### src/rtl/awe_pkg.sv
// Shared encodings for the AWE weight streamer: FSM states, FIFO depth and
// the occupancy projection used by the read-issue throttle.
package awe_pkg;

   localparam logic [1:0] ST_IDLE = 2'd0;
   localparam logic [1:0] ST_RUN  = 2'd1;
   localparam logic [1:0] ST_DONE = 2'd2;

   localparam int unsigned FIFO_DEPTH = 2;

   typedef enum logic [1:0] {
      S_IDLE = ST_IDLE,
      S_RUN  = ST_RUN,
      S_DONE = ST_DONE
   } awe_state_e;

   // Buffer occupancy one cycle ahead, counting the read already in flight.
   function automatic logic [2:0] occ_after(input logic [1:0] occ,
                                             input logic       inflight,
                                             input logic       pop);
      return {1'b0, occ} + {2'b00, inflight} - {2'b00, pop};
   endfunction

endpackage

### src/rtl/awe_stream_fifo.sv
// Two-entry register FIFO that absorbs the table read latency; the head entry
// drives the outgoing stream word directly from registers.
module awe_stream_fifo
   import awe_pkg::*;
#(
   parameter int WIDTH = 32
) (
   input  logic             clk,
   input  logic             rst,
   input  logic             push,
   input  logic [WIDTH-1:0] push_data,
   input  logic             pop,
   output logic [WIDTH-1:0] head_data,
   output logic [1:0]       occ,
   output logic             full,
   output logic             empty
);

   logic [WIDTH-1:0] mem_r [FIFO_DEPTH];
   logic             wr_ptr_r;
   logic             rd_ptr_r;
   logic [1:0]       occ_r;
   logic             do_push_s;
   logic             do_pop_s;

   assign head_data = mem_r[rd_ptr_r];
   assign occ       = occ_r;
   assign full      = (occ_r == 2'd2);
   assign empty     = (occ_r == 2'd0);
   assign do_push_s = push & (~full | pop);
   assign do_pop_s  = pop & ~empty;

   // Storage, pointers and occupancy update.
   always_ff @(posedge clk or posedge rst) begin
      if (rst) begin
         for (int i = 0; i < FIFO_DEPTH; i++) begin
            mem_r[i] <= {WIDTH{1'b0}};
         end
         wr_ptr_r <= 1'b0;
         rd_ptr_r <= 1'b0;
         occ_r    <= 2'd0;
      end else begin
         if (do_push_s) begin
            mem_r[wr_ptr_r] <= push_data;
            wr_ptr_r        <= ~wr_ptr_r;
         end
         if (do_pop_s) begin
            rd_ptr_r <= ~rd_ptr_r;
         end
         case ({do_push_s, do_pop_s})
            2'b10:   occ_r <= occ_r + 2'd1;
            2'b01:   occ_r <= occ_r - 2'd1;
            default: occ_r <= occ_r;
         endcase
      end
   end

endmodule

### src/rtl/awe_weight_streamer.sv
// Read-side sequencer for the AWE weight table: issues consecutive addresses,
// absorbs the one-cycle table latency and streams the weights out.
module awe_weight_streamer
   import awe_pkg::*;
#(
   parameter int WIDTH   = 32,
   parameter int N_DEPTH = 256,
   parameter int W_DEPTH = 8
) (
   input  logic               clk,
   input  logic               rst,
   input  logic               start,
   input  logic [W_DEPTH-1:0] base_addr,
   input  logic [W_DEPTH:0]   count,
   output logic               busy,
   output logic               done,
   output logic [W_DEPTH-1:0] rd_addr,
   input  logic [WIDTH-1:0]   rd_data,
   output logic               m_valid,
   output logic [WIDTH-1:0]   m_data,
   output logic               m_last,
   input  logic               m_ready
);

   localparam logic [W_DEPTH:0]   CNT_ZERO = {(W_DEPTH+1){1'b0}};
   localparam logic [W_DEPTH:0]   CNT_ONE  = {{W_DEPTH{1'b0}}, 1'b1};
   localparam logic [W_DEPTH-1:0] PTR_ZERO = {W_DEPTH{1'b0}};
   localparam logic [W_DEPTH-1:0] PTR_ONE  = {{(W_DEPTH-1){1'b0}}, 1'b1};
   localparam logic [W_DEPTH-1:0] PTR_LAST = W_DEPTH'(N_DEPTH - 1);

   awe_state_e         state_r;
   awe_state_e         state_nxt_s;
   logic [W_DEPTH-1:0] ptr_r;
   logic [W_DEPTH:0]   issue_cnt_r;
   logic [W_DEPTH:0]   deliver_cnt_r;
   logic               inflight_r;
   logic               busy_r;
   logic               done_r;
   logic [1:0]         occ_s;
   logic               full_s;
   logic               empty_s;
   logic               pop_s;
   logic               issue_s;
   logic               launch_s;

   assign pop_s    = m_valid & m_ready;
   assign m_valid  = ~empty_s;
   assign m_last   = m_valid & (deliver_cnt_r == CNT_ONE);
   assign rd_addr  = ptr_r;
   assign busy     = busy_r;
   assign done     = done_r;
   assign launch_s = (state_r == S_IDLE) & start & (count != CNT_ZERO);

   // A read may only be launched if its word is guaranteed a FIFO slot.
   assign issue_s = (state_r == S_RUN) & (issue_cnt_r != CNT_ZERO) &
                    ~(full_s & ~pop_s) &
                    (occ_after(occ_s, inflight_r, pop_s) <= 3'd1);

   // Next-state decode.
   always_comb begin
      state_nxt_s = state_r;
      case (state_r)
         S_IDLE: begin
            if (start) begin
               if (count != CNT_ZERO) begin
                  state_nxt_s = S_RUN;
               end else begin
                  state_nxt_s = S_DONE;
               end
            end else begin
               state_nxt_s = S_IDLE;
            end
         end
         S_RUN: begin
            if (pop_s && (deliver_cnt_r == CNT_ONE)) begin
               state_nxt_s = S_DONE;
            end else begin
               state_nxt_s = S_RUN;
            end
         end
         S_DONE:  state_nxt_s = S_IDLE;
         default: state_nxt_s = S_IDLE;
      endcase
   end

   // State, status outputs, pointer and issue/deliver counters.
   always_ff @(posedge clk or posedge rst) begin
      if (rst) begin
         state_r       <= S_IDLE;
         busy_r        <= 1'b0;
         done_r        <= 1'b0;
         ptr_r         <= PTR_ZERO;
         issue_cnt_r   <= CNT_ZERO;
         deliver_cnt_r <= CNT_ZERO;
         inflight_r    <= 1'b0;
      end else begin
         state_r    <= state_nxt_s;
         busy_r     <= (state_nxt_s == S_RUN);
         done_r     <= (state_nxt_s == S_DONE);
         inflight_r <= issue_s;
         if (launch_s) begin
            ptr_r         <= base_addr;
            issue_cnt_r   <= count;
            deliver_cnt_r <= count;
         end else begin
            if (issue_s) begin
               ptr_r       <= (ptr_r == PTR_LAST) ? PTR_ZERO : ptr_r + PTR_ONE;
               issue_cnt_r <= issue_cnt_r - CNT_ONE;
            end
            if (pop_s) begin
               deliver_cnt_r <= deliver_cnt_r - CNT_ONE;
            end
         end
      end
   end

   awe_stream_fifo #(
      .WIDTH(WIDTH)
   ) u_fifo (
      .clk       (clk),
      .rst       (rst),
      .push      (inflight_r),
      .push_data (rd_data),
      .pop       (pop_s),
      .head_data (m_data),
      .occ       (occ_s),
      .full      (full_s),
      .empty     (empty_s)
   );

endmodule

### config.mk
export PLATFORM = sky130hd
export DESIGN_NAME = awe_weight_streamer
export DESIGN_NICKNAME = d
export VERILOG_FILES = /design/src/rtl/awe_pkg.sv /design/src/rtl/awe_stream_fifo.sv /design/src/rtl/awe_weight_streamer.sv
export SDC_FILE = /design/constraint.sdc
export NUM_CORES = 1
export LEC_CHECK = 0
export ABC_AREA = 1
export CAP_MARGIN = 20
export CORE_MARGIN = 2
export CORE_UTILIZATION = 42
export CTS_CLUSTER_DIAMETER = 80
export CTS_CLUSTER_SIZE = 12
export DETAILED_ROUTE_END_ITERATION = 8
export HOLD_SLACK_MARGIN = 0.1
export PLACE_DENSITY = 0.66
export SLEW_MARGIN = 20
export SYNTH_ARGS = -nofsm -noshare
export SYNTH_HDL_FRONTEND = slang
export SYNTH_SLANG_ARGS = --single-unit
### constraint.sdc
create_clock -name clk -period 6.7 [get_ports clk]
set_input_delay 1.34 -clock clk [delete_from_list [all_inputs] [get_ports clk]]
set_output_delay 1.34 -clock clk [all_outputs]
set_load 0.005 [all_outputs]
==> key figures, run 1 <==
Status
  – Status: complete, no violations

Drt
  – Post-Route WL: 11700 um
  – DRC violations left: 0
  – Antenna-violating nets left: 0
  – Routed length per placed instance: between 10 and 15 um
  – Vias: 4476
  – DRT Pass-1 Iters: 5
  – Vias per inst: 4.95
  – Iteration-0 DRC Markers: around 300

Pwr
  – Total power: ~2.9 mW
  – Leakage power: about 3.3 nW
  – VDD IR max: between 0.15 and 0.2 mV
  – Power Density: 455 nW/um^2

Yosys
  – Count of different cell masters after synthesis: 33
  – Mean cell area of the mapped netlist: 7.72 sq um
  – Seq cells post-synth: 99
  – Netlist Area Pre-Place: a little over 5000 sq um
  – Yosys top cell by area: dfrtp_1
  – Post-synth top cells: 278 x nand2_1, 99 x dfrtp_1, 67 x inv_1, 39 x nor2_1
  – Cells after synthesis: 665
  – Syn Nets: between 700 and 800
  – Ys Warns: 0
  – Sequential area share after synthesis: 48.2%
  – Share of Yosys cell area claimed by the top area cell type: between 40 and 50%
  – EDFF count, synth: 0
  – Asr flop ratio synth: 100%
  – Top cells by area, synth: dfrtp_1 48%, nand2_1 20%, inv_1 4.9%
  – Most common cell in the netlist: nand2_1
  – Ys flop type: dfrtp_1

Timing
  – Final Critical Period: 4.03 ns
  – Slew @ Worst Pin: 0.866 ns
  – Setup ws final: 2.67 ns
  – TNS Setup: 0 ns
  – Fin. Hold Viols: 0
  – Period utilization: around 60%
  – Worst Skew: slightly above 0.006 ns
  – RSZ-0062 raised after global routing: false
  – Fin. max-slew vios: 0
  – Headroom to the max-slew limit: 42.3%
  – Setup-failing EPs final: 0
  – Max Fclk: 0.248 GHz
  – Hold WS: 0.484 ns

GRT
  – Initial antenna violation count: 0
  – Global-route wire length before repair: 19900 um
  – Total gr overflow: 0
  – Pin count of the biggest net entering global routing: 81
  – Total track usage: 18.9%
  – Number of global-route vias before repair: 4264

Placement
  – Detailed placement HPWL: 8130 um
  – Place WS: 2.32 ns
  – GP Congestion: 0.905
  – Placed inst area: 6190 sq um
  – # port buffers: 96
  – Placed insts: 888

Clock network
  – Hold-fix buffers at CTS: 0
  – Total CTS buffers: 9
  – Max clock buf depth: 2
  – CTS sink cnt: 99
  – Clock root cell: clkbuf_16
  – Clk slew on worst S/H paths: around 0.07 ns
  – Worst-skew pair later-pin latency: 0.35 ns
  – Post-CTS Setup Bufs: 0
  – Number of gates resized after cts: 0
  – CTS H-Tree Depth: 3
  – CTS tree: built

Cells and area
  – Footprint of the multi-input gates: 2230 sq um
  – Nets: 813
  – Filler Cells Inserted: roughly 1100
  – Area delta synth->final: 26.2%
  – FF/Latch Area: 2480 sq um
  – Number of inserted diodes: 0
  – Non-filler cells, final: approximately 900
  – Share of cells above drive strength 1: 7.79%
  – Final Cell Area: 6480 sq um
  – Util after Layout: between 50 and 60%

Min path
  – Min-Delay Path Class: register to register

Critical path
  – Critical path class: input pin to register
  – CP Launch Type: input pin
  – Crit path DAT: 4.26 ns
  – Worst Path Max Fanout: 12
  – Critical Path RT: 6.93 ns
  – Worst setup EP type: register

Floorplan
  – Boundary pin count: 97
  – Starting density of the core: 42.9%
  – Num rows: 40
  – Die Span Y: roughly 110 um
  – Total die area: 13100 sq um
  – Die X: 115 um
  – Core Box Area: 12000 sq um

Job
  – Max-cap violations: 0
[worst max-delay path: stages]
cell	delay (ns)
clkdlybuf4s50_1	0.54
nand2_2	0.16
inv_1	0.25
ha_1	0.28
inv_1	0.06
ha_1	0.13
inv_1	0.05
fa_1	0.48
inv_1	0.04
nor2_1	0.09
nand2_1	0.09
nor2_4	0.16
nand2_4	0.11
nand2_4	0.13
clkinv_2	0.17
nand2_1	0.10
nand2_1	0.07
[cell usage in the layout, fill, tap and decap left out, types with 4 or more instances in the layout]
cell,Yosys,final
o21ai_0,38,38
dfrtp_1,99,99
nand2_1,278,278
clkdlybuf4s50_1,0,96
o21ai_2,23,23
nand3_1,38,38
nand4_1,4,4
xor2_1,7,7
nor2_1,39,39
inv_1,67,66
o21ai_1,9,9
xnor2_1,5,5
ha_1,7,7
clkbuf_16,0,9
[registers in the layout, indices dropped and copies added (netlist names)]
| signal | count |
|---|---|
| busy | 1 |
| deliver_cnt_r | 9 |
| done | 1 |
| inflight_r | 1 |
| issue_cnt_r | 9 |
| rd_addr | 8 |
| state_r | 2 |
| u_fifo.mem_r | 64 |
| u_fifo.occ | 2 |
| u_fifo.rd_ptr_r | 1 |
| u_fifo.wr_ptr_r | 1 |
[logic make-up (layout without fill, tap and decap cells)]
| logic type | Yosys count | in the layout | synth area share, % |
|---|---|---|---|
| flops | 99 | 99 | 48.2 |
| fa+ha+maj | 8 | 8 | 2.09 |
| compound gates | 77 | 77 | 9.65 |
| xor+xnor | 12 | 12 | 2.05 |
| buf+inv | 96 | 188 | 8.26 |
| simple gates | 373 | 373 | 29.7 |
[power by group]
part / total (mW) / switching [mW] / internal (mW)
combinational: 1.40 / 0.746 / 0.653
clock: 0.496 / 0.231 / 0.266
sequential: 1.05 / 0.186 / 0.867
total: 2.95 / 1.16 / 1.79
[final timing paths]
kind                             startpoint                to  slack [ns]  depth (start not counted)
max in group asynchronous               rst              done        4.44                          3
max                                 m_ready    issue_cnt_r[3]        2.67                         17
max reg2reg                   u_fifo.occ[0]    issue_cnt_r[3]        3.50                         18
min                        u_fifo.mem_r[63]  u_fifo.mem_r[63]        0.48                          2
min reg2reg                u_fifo.mem_r[63]  u_fifo.mem_r[63]        0.48                          2
min in group asynchronous               rst  u_fifo.mem_r[40]        1.28                          2
[per-layer routing]
metal / track usage, % / share of wire (%)
met2: 30.5 / 48
met5: 0 / 0
met1: 26.0 / 46
met4: 6.75 / 1.4
met3: 2.86 / 5.3
[layout make-up]
| type | instances | share of cell area [%] |
|---|---|---|
| clock inverters | 6 | 0.753 |
| inverters | 71 | 4.17 |
| multi-input cells | 470 | 34.5 |
| well taps | 147 | 2.84 |
| flip-flops and latches | 99 | 38.2 |
| repair buffers | 101 | 15.9 |
| clock buffers | 10 | 3.69 |
No activity file was read; power rests on OpenSTA's default activity.
==> inputs of run 2 (changes only) <==
==> constraint.sdc (replaced) <==
create_clock -name clk -period 3.75 [get_ports clk]
set_input_delay 0.75 -clock clk [delete_from_list [all_inputs] [get_ports clk]]
set_output_delay 0.75 -clock clk [all_outputs]
set_load 0.005 [all_outputs]
==> key figures, run 2 (synthesis results as in run 1) <==
Placement
  – # port buffers: 96
  – Place WS: 0.311 ns
  – Placed insts: around 890
  – GP Congestion: 0.820
  – Detailed placement HPWL: 8410 um

Clock network
  – Hold-fix buffers at CTS: 0
  – Clock root cell: clkbuf_16
  – Clk slew on worst S/H paths: approximately 0.070 ns
  – Worst-skew pair later-pin latency: 0.35 ns
  – Max clock buf depth: 2
  – CTS tree: built
  – Post-CTS Setup Bufs: 0
  – CTS sink cnt: slightly below 100
  – CTS H-Tree Depth: 3
  – Number of gates resized after cts: 0
  – Total CTS buffers: 9

Cells and area
  – Non-filler cells, final: around 900
  – Filler Cells Inserted: between 1000 and 1500
  – Top flop regs: u_fifo.mem_r x64, deliver_cnt_r x9, issue_cnt_r x9
  – Most flops, register: u_fifo.mem_r
  – Most common cell after layout, fill and taps aside: nand2_1
  – Number of inserted diodes: 0
  – Max FFs per register: 64
  – Share of cells above drive strength 1: 8.15%
  – Most frequent cells in the layout: 278 x nand2_1, 99 x dfrtp_1, 96 x clkdlybuf4s50_1
  – Area delta synth->final: 26.7%
  – Nets: 817

Timing
  – TNS Setup: 0 ns
  – Fin. Hold Viols: 0
  – Setup-failing EPs final: 0
  – Headroom to the max-slew limit: 41.9%
  – RSZ-0062 raised after global routing: false
  – Setup ws final: 0.692 ns
  – Worst Skew: between 0.006 and 0.007 ns
  – Slew @ Worst Pin: about 0.87 ns
  – Fin. max-slew vios: 0
  – Hold WS: 0.482 ns
  – Final Critical Period: 3.06 ns
  – Max Fclk: 0.327 GHz
  – Period utilization: 81.5%

Critical path
  – Critical Path RT: 3.99 ns
  – Crit path DAT: ~3.3 ns
  – CP Launch Type: input pin
  – Worst Path Max Fanout: 12
  – Critical path class: input pin to register
  – Worst setup EP type: register

GRT
  – Total track usage: 18.9%
  – Number of global-route vias before repair: 4312
  – Total gr overflow: 0
  – Initial antenna violation count: 0
  – Global-route wire length before repair: 19700 um
  – Pin count of the biggest net entering global routing: 66

Pwr
  – Leakage power: around 3.3 nW
  – VDD IR max: 0.305 mV
  – Power Density: 818 nW/um^2

Drt
  – Routed length per placed instance: 13.2 um
  – Antenna-violating nets left: 0
  – Post-Route WL: between 10000 and 15000 um
  – Routed met3 length: 477 um
  – Vias per inst: 4.95
  – Uppermost layer routed: met4
  – WL met2: 5760 um
  – WL met1: about 5500 um
  – DRT Pass-1 Iters: 5
  – Iteration-0 DRC Markers: 235
  – Vias: 4491
  – DRC violations left: 0

Floorplan
  – Num rows: 40
  – Die X: 115 um
  – Core Box Area: 12000 sq um
  – Die Span Y: 115 um
  – Total die area: 13100 sq um
  – Starting density of the core: 42.9%
  – Boundary pin count: 97

Status
  – Status: complete, no violations

Job
  – Max-cap violations: 0

Min path
  – Min-Delay Path Class: register to register
==> run 2: cell type report <==
class	count	area (sq um)	area share (%)
sequential	99	2480	38.1
timing repair buffer	105	1040	16.0
tap	147	184	2.83
clock buffer	10	229	3.52
inverter	71	270	4.15
multi-input combinational	470	2230	34.3
clock inverter	6	73.8	1.13
==> run 2: where the power goes <==
| part | switching, mW | internal [mW] |
|---|---|---|
| clock | 0.411 | 0.525 |
| combinational | 1.33 | 1.17 |
| sequential | 0.344 | 1.55 |
==> run 2: per-layer routing <==
layer	vias to the layer above	GRT usage (%)
li1	2239	-
met1	2136	24.5
met2	103	31.9
met3	13	2.81
met4	0	7.40
met5	-	0
==> run 2: worst max-delay path, cell delays in order <==
cell and delay (ns):
clkdlybuf4s50_1 0.54, nand2_2 0.08, inv_1 0.08, ha_1 0.22
inv_1 0.05, ha_1 0.12, inv_1 0.04, fa_1 0.47
inv_1 0.04, nor2_1 0.09, nand2_1 0.09, nor2_4 0.16
nand2_4 0.11, nand2_4 0.13, clkinv_2 0.17, nand2_1 0.10
nand2_1 0.05
==> run 2: worst paths after layout <==
path	startpoint	slack, ns	cells past startpoint	endpoint
min in group asynchronous	rst	0.83	2	u_fifo.mem_r[40]
setup reg to reg	u_fifo.occ[1]	0.90	18	rd_addr[0]
max in group asynchronous	rst	2.24	3	u_fifo.occ[0]
setup / recovery	m_ready	0.69	17	rd_addr[0]
hold reg to reg	u_fifo.mem_r[42]	0.48	2	u_fifo.mem_r[42]
hold / removal	u_fifo.mem_r[42]	0.48	2	u_fifo.mem_r[42]
==> run 2: per-stage QoR <==
| step | cell area [sq um] | total power, mW | util, % |
|---|---|---|---|
| floorplan | 5140 | 3.43 | - |
| global placement | 6210 | 4.32 | 51.9 |
| detailed placement | 6210 | 4.43 | 51.9 |
| CTS | 6510 | 5.38 | 54.4 |
| global route | 6510 | 5.80 | 54.4 |
| finish | 6510 | 5.33 | 54.4 |
